<file path="src/rtl/osd_pkg.sv">
// Shared constants and helpers for the multi-channel OSD text overlay:
// RGB565 field layout, pipeline latency, counter width, region sizing.
package osd_pkg;

   localparam int CNT_W   = 12;
   localparam int LATENCY = 3;

   localparam int R_MSB = 15;
   localparam int R_LSB = 11;
   localparam int G_MSB = 10;
   localparam int G_LSB = 5;
   localparam int B_MSB = 4;
   localparam int B_LSB = 0;

   function automatic int region_bytes(input int reg_w, input int reg_h);
      return (reg_w / 8) * reg_h;
   endfunction

   // Halves each colour field independently so no bits leak between fields.
   function automatic logic [15:0] dim565(input logic [15:0] pix);
      logic [15:0] res;
      res = 16'h0000;
      res[R_MSB:R_LSB] = {1'b0, pix[R_MSB:R_LSB+1]};
      res[G_MSB:G_LSB] = {1'b0, pix[G_MSB:G_LSB+1]};
      res[B_MSB:B_LSB] = {1'b0, pix[B_MSB:B_LSB+1]};
      return res;
   endfunction

endpackage

</file>
<file path="src/rtl/osd_pos_counter.sv">
// Pixel/line position counters for the OSD overlay: x counts active pixels
// within a line, y counts lines since the last vsync rising edge.
module osd_pos_counter
   import osd_pkg::*;
(
   input  logic             clk,
   input  logic             rst_n,
   input  logic             vs,
   input  logic             de,
   output logic [CNT_W-1:0] x,
   output logic [CNT_W-1:0] y,
   output logic             vs_rise
);

   logic vs_d;
   logic de_d;

   assign vs_rise = vs & ~vs_d;

   // Edge history and position counters; vsync rise takes priority over a line end.
   always_ff @(posedge clk) begin
      if (!rst_n) begin
         vs_d <= 1'b0;
         de_d <= 1'b0;
         x    <= '0;
         y    <= '0;
      end else begin
         vs_d <= vs;
         de_d <= de;
         x    <= de ? x + CNT_W'(1) : '0;
         if (vs_rise) begin
            y <= '0;
         end else if (de_d && !de) begin
            y <= y + CNT_W'(1);
         end else begin
            y <= y;
         end
      end
   end

endmodule

</file>
<file path="src/rtl/osd_text_overlay_mc.sv">
// Overlays up to N_CH vertically stacked 1bpp text regions on an RGB565 stream,
// fixed 3-cycle latency. Define OSD_BG_DIM_EN to dim non-glyph pixels in a region.
module osd_text_overlay_mc
   import osd_pkg::*;
#(
   parameter int                N_CH       = 4,
   parameter int                DATA_W     = 16,
   parameter int                ADDR_W     = 11,
   parameter int                REG_W      = 64,
   parameter int                REG_H      = 16,
   parameter int                X_START    = 1000,
   parameter int                Y_START    = 270,
   parameter int                Y_INTERVAL = 90,
   parameter logic [DATA_W-1:0] COLOR_CHAR = 16'hFFFF,
   parameter logic [DATA_W-1:0] COLOR_SEL  = 16'hFFE0
) (
   input  logic              video_clk,
   input  logic              rst_n,
   input  logic              i_hs,
   input  logic              i_vs,
   input  logic              i_de,
   input  logic [DATA_W-1:0] i_data,
   output logic              o_hs,
   output logic              o_vs,
   output logic              o_de,
   output logic [DATA_W-1:0] o_data,
   output logic [ADDR_W-1:0] ram_addr,
   input  logic [7:0]        ram_rdata,
   input  logic              udp_rec_data_valid,
   input  logic [N_CH-1:0]   ch_en,
   input  logic [2:0]        ch_sel
);

   localparam int BPR = REG_W / 8;
   localparam int RB  = region_bytes(REG_W, REG_H);

   logic [CNT_W-1:0] x;
   logic [CNT_W-1:0] y;
   logic             vs_rise;

   logic             frame_valid;
   logic [N_CH-1:0]  ch_en_q;
   logic [2:0]       ch_sel_q;

   int               col_s;
   int               row_s;
   int               k_s;
   logic             hit_s;
   logic             x_in_s;
   logic [ADDR_W-1:0] addr_s;
   logic [2:0]       bit_s;
   logic             sel_s;

   logic [LATENCY-1:0] hs_sr;
   logic [LATENCY-1:0] vs_sr;
   logic [LATENCY-1:0] de_sr;

   logic              s1_hit, s2_hit;
   logic [2:0]        s1_bit, s2_bit;
   logic              s1_sel, s2_sel;
   logic [DATA_W-1:0] s1_data, s2_data;

   logic              glyph_s;
   logic [DATA_W-1:0] pix_s;

   osd_pos_counter u_pos (
      .clk     (video_clk),
      .rst_n   (rst_n),
      .vs      (i_vs),
      .de      (i_de),
      .x       (x),
      .y       (y),
      .vs_rise (vs_rise)
   );

   // Per-frame configuration, latched only at vsync rise to avoid tearing.
   always_ff @(posedge video_clk) begin
      if (!rst_n) begin
         frame_valid <= 1'b0;
         ch_en_q     <= '0;
         ch_sel_q    <= 3'd0;
      end else if (vs_rise) begin
         frame_valid <= udp_rec_data_valid;
         ch_en_q     <= ch_en;
         ch_sel_q    <= ch_sel;
      end else begin
         frame_valid <= frame_valid;
      end
   end

   // Region hit and glyph address; descending scan lets the lowest region win.
   always_comb begin
      col_s  = int'(x) - X_START;
      x_in_s = (col_s >= 0) && (col_s < REG_W);
      hit_s  = 1'b0;
      k_s    = 0;
      row_s  = 0;
      for (int k = N_CH - 1; k >= 0; k--) begin
         if (frame_valid && i_de && ch_en_q[k] && x_in_s &&
             (int'(y) >= Y_START + k * Y_INTERVAL) &&
             (int'(y) <  Y_START + k * Y_INTERVAL + REG_H)) begin
            hit_s = 1'b1;
            k_s   = k;
            row_s = int'(y) - (Y_START + k * Y_INTERVAL);
         end else begin
            hit_s = hit_s;
         end
      end
      addr_s = ADDR_W'(k_s * RB + row_s * BPR + col_s / 8);
      bit_s  = 3'(col_s);
      sel_s  = (k_s == int'(ch_sel_q));
   end

   // Stages 1 and 2; ram_addr only moves on a hit so the RAM sees a stable address otherwise.
   always_ff @(posedge video_clk) begin
      if (!rst_n) begin
         ram_addr <= '0;
         hs_sr    <= '0;
         vs_sr    <= '0;
         de_sr    <= '0;
         s1_hit   <= 1'b0;
         s1_bit   <= 3'd0;
         s1_sel   <= 1'b0;
         s1_data  <= '0;
         s2_hit   <= 1'b0;
         s2_bit   <= 3'd0;
         s2_sel   <= 1'b0;
         s2_data  <= '0;
      end else begin
         if (hit_s) begin
            ram_addr <= addr_s;
         end
         hs_sr   <= {hs_sr[LATENCY-2:0], i_hs};
         vs_sr   <= {vs_sr[LATENCY-2:0], i_vs};
         de_sr   <= {de_sr[LATENCY-2:0], i_de};
         s1_hit  <= hit_s;
         s1_bit  <= bit_s;
         s1_sel  <= sel_s;
         s1_data <= i_data;
         s2_hit  <= s1_hit;
         s2_bit  <= s1_bit;
         s2_sel  <= s1_sel;
         s2_data <= s1_data;
      end
   end

   // Pixel selection from the glyph byte returned for the stage-1 address.
   always_comb begin
      glyph_s = ram_rdata[3'd7 - s2_bit];
      if (s2_hit && glyph_s) begin
         pix_s = s2_sel ? COLOR_SEL : COLOR_CHAR;
      end else if (s2_hit) begin
`ifdef OSD_BG_DIM_EN
         pix_s = dim565(s2_data);
`else
         pix_s = s2_data;
`endif
      end else begin
         pix_s = s2_data;
      end
   end

   // Output pixel register (stage 3).
   always_ff @(posedge video_clk) begin
      if (!rst_n) begin
         o_data <= '0;
      end else begin
         o_data <= pix_s;
      end
   end

   assign o_hs = hs_sr[LATENCY-1];
   assign o_vs = vs_sr[LATENCY-1];
   assign o_de = de_sr[LATENCY-1];

endmodule
</file>
<file path="config.mk">
export PLATFORM = sky130hd
export DESIGN_NAME = osd_text_overlay_mc
export DESIGN_NICKNAME = d
export VERILOG_FILES = /design/src/rtl/osd_pkg.sv /design/src/rtl/osd_pos_counter.sv /design/src/rtl/osd_text_overlay_mc.sv
export SDC_FILE = /design/constraint.sdc
export NUM_CORES = 1
export LEC_CHECK = 0
export CAP_MARGIN = 15
export CORE_MARGIN = 3
export CORE_UTILIZATION = 50
export DETAILED_ROUTE_END_ITERATION = 10
export PLACE_DENSITY = 0.72
export RECOVER_POWER = 25
export SLEW_MARGIN = 30
export SYNTH_ARGS = -nofsm -noshare
export SYNTH_HDL_FRONTEND = slang
export SYNTH_SLANG_ARGS = --single-unit
</file>
<file path="constraint.sdc">
create_clock -name video_clk -period 6 [get_ports video_clk]
set_input_delay 1.8 -clock video_clk [delete_from_list [all_inputs] [get_ports video_clk]]
set_output_delay 1.8 -clock video_clk [all_outputs]
set_load 0.005 [all_outputs]
</file>
==> metrics.cfg <==
[power_and_ir_drop]
powerDensity_mw_per_mm2=213
p_leak_nw=2.46
power_mw=1.27
ir_drop_v=0.000121

[yosys]
synthArstFlopShare_pct=0
ys.flop_type=dfxtp_1
ys_ff_latch=110
ys_types=66
syn-num-nets=606
syn_area_mm2=0.00503
synth_edf_count=0
syn_area_per_cell_um2=9.36
synthCells=538
yosysSeqAreaShare_pct=43.7
yosys_warnings=0

[route]
postRouteAntennaNets=0
drt_pre_antenna_iters=4
route.detailed.drc=0
drtIter0Drc=205
wl_um=10700
vias_per_cell=5.26
routed-via-count=3859
wl_per_cell_um=14.6

[worst_setup_path]
arrival_ns=6.10
required_ns=6.31
startpoint=i_de
endpoint_kind=flop
reg2reg_setup_slack_ns=1.46
r2r_end=ram_addr[9]
crit_type=input pin to flop
rr_startpoint=u_pos.x[3]
critPathMaxFanout=5
rr_worst_depth=17
startpoint_type=input pin

[floorplan]
coreArea_mm2=0.00950
start_util_pct=53.0
io_pins=67
die_x_um=106
die_h_um=106
rows=35
die_area_mm2=0.0113

[global_route]
grt_pass1_vias=3704
grt_overflow_total=0
grt_use_total_pct=19.5
grt_max_degree=34
antenna_found_initial=0
grt_pass1_wl_um=17800

[sta]
worst_pin_slew_ns=0.805
max_freq_mhz=173
finalHoldViolCount=0
finalMaxSlewViolations=0
relSlewSlack_pct=46.1
rsz0062_at_grt=no
fin_crit_ns=5.79
report.final.setup_viol=0
clock-skew-final_ns=0.0222
hold_ws_ns=0.427
finalCritPeriodShare_pct=96.5

[finish]
drive_above_1_share_pct=7.11
n_fill_cell=853
fin_util_pct=62.7
area_growth_pct=18.3
n_antenna_cell=0
fin_area_mm2=0.00596
nNetsFinal=668

[clock_tree]
cts_sinks=110
cts_tree=yes
cts_buffer_depth=2
clk_pin_slew_ns=0.12
cts_buffers=9
ctsHtreeMaxLevel=3
post-cts-setup-buffers=0
postCtsHoldBufs=0
cts-resized-gates=0
cts_root_buffer=clkbuf_8
insertion_delay_ns=0.38

[outcome]
outcome=finished, final reports clean

[place]
gp_congestion=0.916
io_buffers=66
place_area_mm2=0.00576
hpwl_um=8170

[min_path]
hp-start=s1_data[15]
hold-path-endpoint=s2_data[15]
whs_path_depth=1
hp-class=flop to flop

[run]
maxCapViolations=0

==> cell usage in the layout (no fill, tap or decap), types with 4 or more instances in the layout <==
cell             netlist  final
o2111ai_1              4      4
xor2_1                15     15
nand3_1               14     14
o21ai_0               15     14
clkbuf_8               6     10
nor2b_1                9      9
ha_1                  29     29
nand4_1                5      5
xnor2_1               23     23
dfxtp_1              110    110
mux2i_1               11     11
nor2_1                68     68
or3_1                  5      5
a21oi_1               23     23
and2_0                 0      5
dlygate4sd3_1          0     22
nand2_1               36     36
clkdlybuf4s50_1        0     44
buf_4                  1      9
o21a_1                 7      7
inv_1                 22     22
and2_1                48     43
==> sequential cells by signal, indices dropped and copies added, names as in the netlist, 3 cells and up <==
name / cells
vs_sr: 3
ch_sel_q: 3
de_sr: 3
o_data: 16
s2_bit: 3
u_pos.x: 12
u_pos.y: 12
s2_data: 16
hs_sr: 3
ram_addr: 11
s1_data: 16
ch_en_q: 4
s1_bit: 3
==> Yosys cell counts (3+ instances only) <==
cell type / number / area share (%)
nor3b_1: 3 / 0.45
nor2_1: 68 / 5.1
inv_1: 22 / 1.6
and3b_1: 3 / 0.52
and3_2: 3 / 0.45
nand2b_1: 3 / 0.37
nor2b_1: 9 / 1.1
clkbuf_8: 6 / 1.6
o31ai_1: 3 / 0.45
o21ai_0: 15 / 1.5
nand2_1: 36 / 2.7
dfxtp_1: 110 / 44
and3_1: 3 / 0.37
a21oi_1: 23 / 2.3
mux2i_1: 11 / 2.2
xor2_1: 15 / 2.6
o2111ai_1: 4 / 0.70
nand3_1: 14 / 1.4
or2_2: 3 / 0.37
o21a_1: 7 / 1.0
ha_1: 29 / 7.2
and2_1: 48 / 6.0
clkbuf_1: 13 / 0.97
nor4_1: 3 / 0.37
or3_1: 5 / 0.62
xnor2_1: 23 / 4.0
nand4_1: 5 / 0.62
==> power breakdown <==
group	total (mW)	switching [mW]	internal [mW]	leakage [nW]
sequential	0.758	0.00761	0.751	0.898
clock	0.443	0.269	0.174	0.103
combinational	0.0696	0.0285	0.0412	1.46
==> per-layer routing <==
layer	global-route usage, %	up-vias	wire (um)
li1	-	1938	-
met1	25.2	1808	4940
met2	32.4	91	5130
met3	3.83	22	456
met4	6.48	0	213
met5	0	-	0
==> critical path: stages <==
cell	delay [ns]
clkdlybuf4s50_1	0.57
nand4bb_1	0.18
or4b_4	0.51
or4_2	0.70
inv_1	0.10
buf_4	0.11
o21ai_1	0.11
o21ai_1	0.23
ha_1	0.27
ha_1	0.33
a31o_2	0.18
a21o_1	0.12
a21oi_1	0.10
o21bai_1	0.15
a21oi_1	0.10
or4_1	0.46
nand3_1	0.07
==> logic make-up after synthesis <==
| group | count (synthesis) | share of synthesized area (%) |
|---|---|---|
| AOI/OAI and AO/OA | 77 | 10.4 |
| xor gates and xnor gates | 38 | 6.61 |
| adders and majority gates | 31 | 8.00 |
| buffers and inverters | 48 | 5.09 |
| DFF | 110 | 43.7 |
| muxes | 13 | 3.08 |
| and+or+nand+nor | 221 | 23.1 |
==> per-stage QoR <==
stage / setup TNS (ns) / setup slack (ns) / instances
3_5_place_dp: -0.381 / -0.214 / 718
2_1_floorplan: 0 / 0.661 / 538
3_3_place_gp: 0 / 0.0180 / 718
5_1_grt: 0 / 0.0751 / 734
4_1_cts: 0 / 0.179 / 734
6_report: 0 / 0.210 / 734
==> area by class of cell <==
class	instances	area [um2]	area share, %
clock buffers	10	138	2.31
flip-flops and latches	110	2200	37.0
multi-input cells	380	2580	43.2
clock inverters	6	62.6	1.05
well taps	129	161	2.71
repair buffers	75	728	12.2
inverters	24	90.1	1.51
==> worst max path at each step <==
stage                    to  cells after the start  slack (ns)
6_report        ram_addr[9]                     17        0.21
5_1_grt         ram_addr[9]                     17        0.08
3_5_place_dp    ram_addr[9]                     17       -0.21
2_1_floorplan  ram_addr[10]                     15        0.66
3_3_place_gp    ram_addr[9]                     17        0.02
4_1_cts         ram_addr[9]                     17        0.18
No activity file was read; power rests on OpenSTA's default activity.
